File: src/rtl/lfsr_pkg.sv
// Shared constants and the feedback helper for the Fibonacci LFSR generator.
package lfsr_pkg;

    localparam int         LFSR_W_DEF     = 4;
    localparam logic [3:0] LFSR_TAPS_DEF  = 4'b1010;
    localparam logic [3:0] LFSR_SEED_DEF  = 4'hE;
    localparam logic [3:0] LFSR4_TAPS_MAX = 4'b1001;

    // Widths up to 32 are handled by zero-extending state and mask.
    function automatic logic lfsr_fb(input logic [31:0] state, input logic [31:0] taps);
        return ^(state & taps);
    endfunction

endpackage

File: src/rtl/lfsr_gen.sv
// Parametrised Fibonacci LFSR with seed load, lock-up recovery and a period
// counter that pulses wrap_o when the state returns to its start value.
module lfsr_gen
    import lfsr_pkg::*;
#(
    parameter int               WIDTH = LFSR_W_DEF,
    parameter logic [WIDTH-1:0] TAPS  = WIDTH'(LFSR_TAPS_DEF),
    parameter logic [WIDTH-1:0] SEED  = WIDTH'(LFSR_SEED_DEF)
) (
    input  logic             clk,
    input  logic             reset,
    input  logic             en_i,
    input  logic             load_i,
    input  logic [WIDTH-1:0] seed_i,
    output logic [WIDTH-1:0] lfsr_o,
    output logic [WIDTH-1:0] cnt_o,
    output logic             wrap_o,
    output logic             lockup_o
);

    generate
        if (WIDTH < 2 || WIDTH > 32) begin : g_bad_width
            $fatal(1, "lfsr_gen: WIDTH must be in 2..32");
        end
        if (SEED == '0) begin : g_bad_seed
            $fatal(1, "lfsr_gen: SEED must be non-zero");
        end
        if (TAPS == '0) begin : g_bad_taps
            $fatal(1, "lfsr_gen: TAPS must be non-zero");
        end
    endgenerate

    logic [WIDTH-1:0] r_state;
    logic [WIDTH-1:0] r_start;
    logic [WIDTH-1:0] r_cnt;
    logic             r_wrap;

    logic             w_fb;
    logic [WIDTH-1:0] w_shift;
    logic [WIDTH-1:0] w_state_next;
    logic [WIDTH-1:0] w_start_next;
    logic [WIDTH-1:0] w_cnt_next;
    logic             w_wrap_next;

    assign w_fb    = lfsr_fb(32'(r_state), 32'(TAPS));
    assign w_shift = {r_state[WIDTH-2:0], w_fb};

    always_comb begin
        w_state_next = r_state;
        w_start_next = r_start;
        w_cnt_next   = r_cnt;
        w_wrap_next  = 1'b0;
        if (load_i) begin
            w_state_next = seed_i;
            w_start_next = seed_i;
            w_cnt_next   = '0;
        end else if (en_i && (r_state == '0)) begin
            // All-zero is a fixed point of the XOR feedback; restart from SEED.
            w_state_next = SEED;
            w_start_next = SEED;
            w_cnt_next   = '0;
        end else if (en_i) begin
            w_state_next = w_shift;
            if (w_shift == r_start) begin
                w_wrap_next = 1'b1;
                w_cnt_next  = '0;
            end else begin
                w_cnt_next  = r_cnt + WIDTH'(1);
            end
        end
    end

    always_ff @(posedge clk or posedge reset) begin
        if (reset) begin
            r_state <= SEED;
            r_start <= SEED;
            r_cnt   <= '0;
            r_wrap  <= 1'b0;
        end else begin
            r_state <= w_state_next;
            r_start <= w_start_next;
            r_cnt   <= w_cnt_next;
            r_wrap  <= w_wrap_next;
        end
    end

    assign lfsr_o   = r_state;
    assign cnt_o    = r_cnt;
    assign wrap_o   = r_wrap;
    assign lockup_o = (r_state == '0);

endmodule

File: config.mk
export PLATFORM = sky130hd
export DESIGN_NAME = lfsr_gen
export DESIGN_NICKNAME = d
export VERILOG_FILES = /design/src/rtl/lfsr_pkg.sv /design/src/rtl/lfsr_gen.sv
export SDC_FILE = /design/constraint.sdc
export NUM_CORES = 1
export LEC_CHECK = 0
export ABC_AREA = 1
export ABC_CLOCK_PERIOD_IN_PS = 1600
export CORE_UTILIZATION = 47
export CTS_CLUSTER_SIZE = 14
export DETAILED_ROUTE_END_ITERATION = 7
export PLACE_DENSITY = 0.8
export SLEW_MARGIN = 0
export SYNTH_ARGS = -nofsm -noshare
export SYNTH_HDL_FRONTEND = slang
export SYNTH_SLANG_ARGS = --single-unit
File: constraint.sdc
create_clock -name clk -period 1.6 [get_ports clk]
set_clock_uncertainty 0.2 [all_clocks]
set_input_delay 0.4 -clock clk [delete_from_list [all_inputs] [get_ports clk]]
set_output_delay 0.4 -clock clk [all_outputs]
set_load 0.05 [all_outputs]
==> results_dict.tcl <==
set metrics [dict create \
    synth.distinct_cells 21 \
    final_layout_size_suffix_gt1_share_pct 52.7 \
    routed_wl_microns 2200 \
    yosys_most_used_dff "dfrtp_1" \
    dp_worst_setup_slack_ps -216 \
    synth_nets 96 \
    first_global_vias 766 \
    timing.fmax_mhz 532 \
    cts_buffers 3 \
    yosys.area.top_type_share_pct 23.5 \
    io_buffers 17 \
    sw_frac_of_total_pct 40.1 \
    grt_max_degree 14 \
    gp_congestion 0.899 \
    netlist.top_cell.by_area "dfrtp_1" \
    clock_path_buffers 2 \
    finalCritPeriodShare_pct 117 \
    die_y_microns 41.9 \
    fin_nets 139 \
    io_pins 18 \
    first_pass_iters 4 \
    critical_path_class "reg2out" \
    syn_inst 87 \
    peakVddDrop_mv 1.01 \
    cts_tree "yes" \
    wl_per_cell_microns 15.1 \
    root_buffer "clkbuf_4" \
    switchingPower_mw 0.556 \
    clock_sinks 13 \
    synthTopCellsByCount "nand2_1 (19), inv_1 (15), dfrtp_1 (7)" \
    yosys.cell_count.top_type "nand2_1" \
    start_kind "register" \
    synth_edf_count 0 \
    arrival_ps 1280 \
    synth_area_leaders "dfrtp_1 (23%), dfstp_2 (21%), nand2_1 (9.5%)" \
    regArea_sq_um 338 \
    intPower_mw 0.830 \
    antenna_found_initial 0 \
    viasPerCell 5.50 \
    grtUsageTotal_pct 28.2 \
    clk_pin_slew_ps 80 \
    grt-ovfl-total 0 \
    grt_pass1_wl_microns 3550 \
    syn_area_per_cell_sq_um 8.59 \
    yosys_warnings 0 \
    htreeDepth 1 \
    worst_slack_ps -278 \
    start_util_pct 50.2 \
    violations "negative setup slack" \
    pwr-share-comb_pct 52.6 \
    relSlewSlack_pct 77.5 \
    synth.ff_latch_count 13 \
    end_kind "primary output" \
    area_delta_synth_final_pct 72.4 \
    vias 798 \
    drc 0 \
    dieArea_sq_um 1750 \
    powerDensity_nw_per_um2 1080 \
    insertedDiodeCount 0 \
    maxCapViolations 0 \
    setup_viol 10 \
    critical_path_peak_fanout 2 \
    rsz0062_at_grt "true" \
    clkPwrFrac_pct 15.2 \
    multiInputGateArea_sq_um 388 \
    ant_nets 0 \
    layout_min_cycle_time_ps 1880 \
    die_w_microns 41.9 \
    power.leakage_nw 0.621 \
    synth.yosys.seq_area_share_pct 44.6 \
    rows 14 \
    fill_cells 86 \
    clk_latency_ps 280 \
    status "finished, violations left" \
    utilization_pct 86.5 \
    worstHoldPathType "in2async" \
    async_flop_share_pct 100 \
    core_sq_um 1490 \
    finalPower_mw 1.39 \
    tightest_slew_ps 335 \
    p_seq_share_pct 32.2 \
    drt_iter0_drc 35 \
    dp_hpwl_microns 1440 \
    required_ps 1000 \
    syn_area_sq_um 747 \
    slew_viol_final 0 \
    hold_viol_final 0 \
]
==> flip-flops by register name (all words and copies together) (netlist names) <==
signal and count:
cnt_o 4, r_start 4, lfsr_o 4, wrap_o 1
==> cells in the final DEF, fill, tap and decap left out, drive strengths merged <==
master         Yosys  layout
o21ai              3       3
o211ai             1       1
nor2               9       9
xnor2              1       1
clkbuf             0       4
ha                 1       1
a21oi              7       7
clkinvlp           0       1
nand3              5       5
nand2             24      24
inv               17      16
clkdlybuf4s50      0       7
dfstp              6       6
dfrtp              7       7
buf                0      31
nor3               1       1
nand4              3       3
xor2               2       2
==> layout make-up <==
cell class | count | share of cell area [%]
sequential | 13 | 26.2
multi-input combinational | 57 | 30.1
tap | 16 | 1.55
clock buffer | 4 | 2.04
timing repair buffer | 38 | 34.6
inverter | 17 | 5.44
==> layer usage <==
layer | vias to the layer above | GRT usage (%) | share of wire (%)
met5 | - | 0 | 0
met3 | 13 | 5.22 | 7.1
li1 | 355 | - | -
met2 | 51 | 48.1 | 52
met4 | 0 | 11.0 | 3.1
met1 | 379 | 35.2 | 37
==> cells by family after synthesis <==
kind of cell / after synthesis / share of synthesized area, %
buffers and inverters: 17 / 8.54
DFF: 13 / 44.6
AOI/OAI and AO/OA: 11 / 8.21
xor gates and xnor gates: 3 / 3.52
adders and majority gates: 1 / 1.67
and+or+nand+nor: 42 / 33.5
==> timing repair <==
item / CTS / global route
endpoints found under the hold margin: 0 / 0
setup endpoints to repair: 6 / 12
resized for setup: 14 / 6
buffers inserted: 3 / 5
pin swaps: 4 / 4
hold buffers: 0 / 0
==> worst max-delay path, cell delays in order, from the launching register on <==
cell,delay [ps]
dfstp_4,630
inv_4,40
nand4_4,70
clkinvlp_4,100
buf_8,150
==> worst paths after layout <==
kind	startpoint	to	slack, ps	cells after the start
min	reset	r_start[0]	210	3
min reg2reg	r_start[3]	r_start[3]	290	2
min in group clk	r_start[3]	r_start[3]	290	2
max reg2reg	lfsr_o[1]	cnt_o[0]	-210	10
max	lfsr_o[1]	lockup_o	-280	4
max in group asynchronous	reset	r_start[1]	760	3
==> power groups by stage <==
stage	sequential (mW)	combinational [mW]	clock (mW)
2_1_floorplan	0.572	0.204	0
3_3_place_gp	0.449	0.612	0
3_5_place_dp	0.452	0.627	0
4_1_cts	0.447	0.687	0.205
5_1_grt	0.454	0.764	0.219
6_report	0.446	0.730	0.211
==> through the flow <==
step           area [sq um]  TNS [ps]  instances  hold WS (ps)
6_report               1290     -1800        145           205
3_5_place_dp           1140     -1940        134           269
4_1_cts                1240     -1450        141           221
2_1_floorplan           758      -161         87          72.6
5_1_grt                1290     -2070        145           261
3_3_place_gp           1140     -1490        134           285
Note: power is estimated with default switching activity, not from simulation.
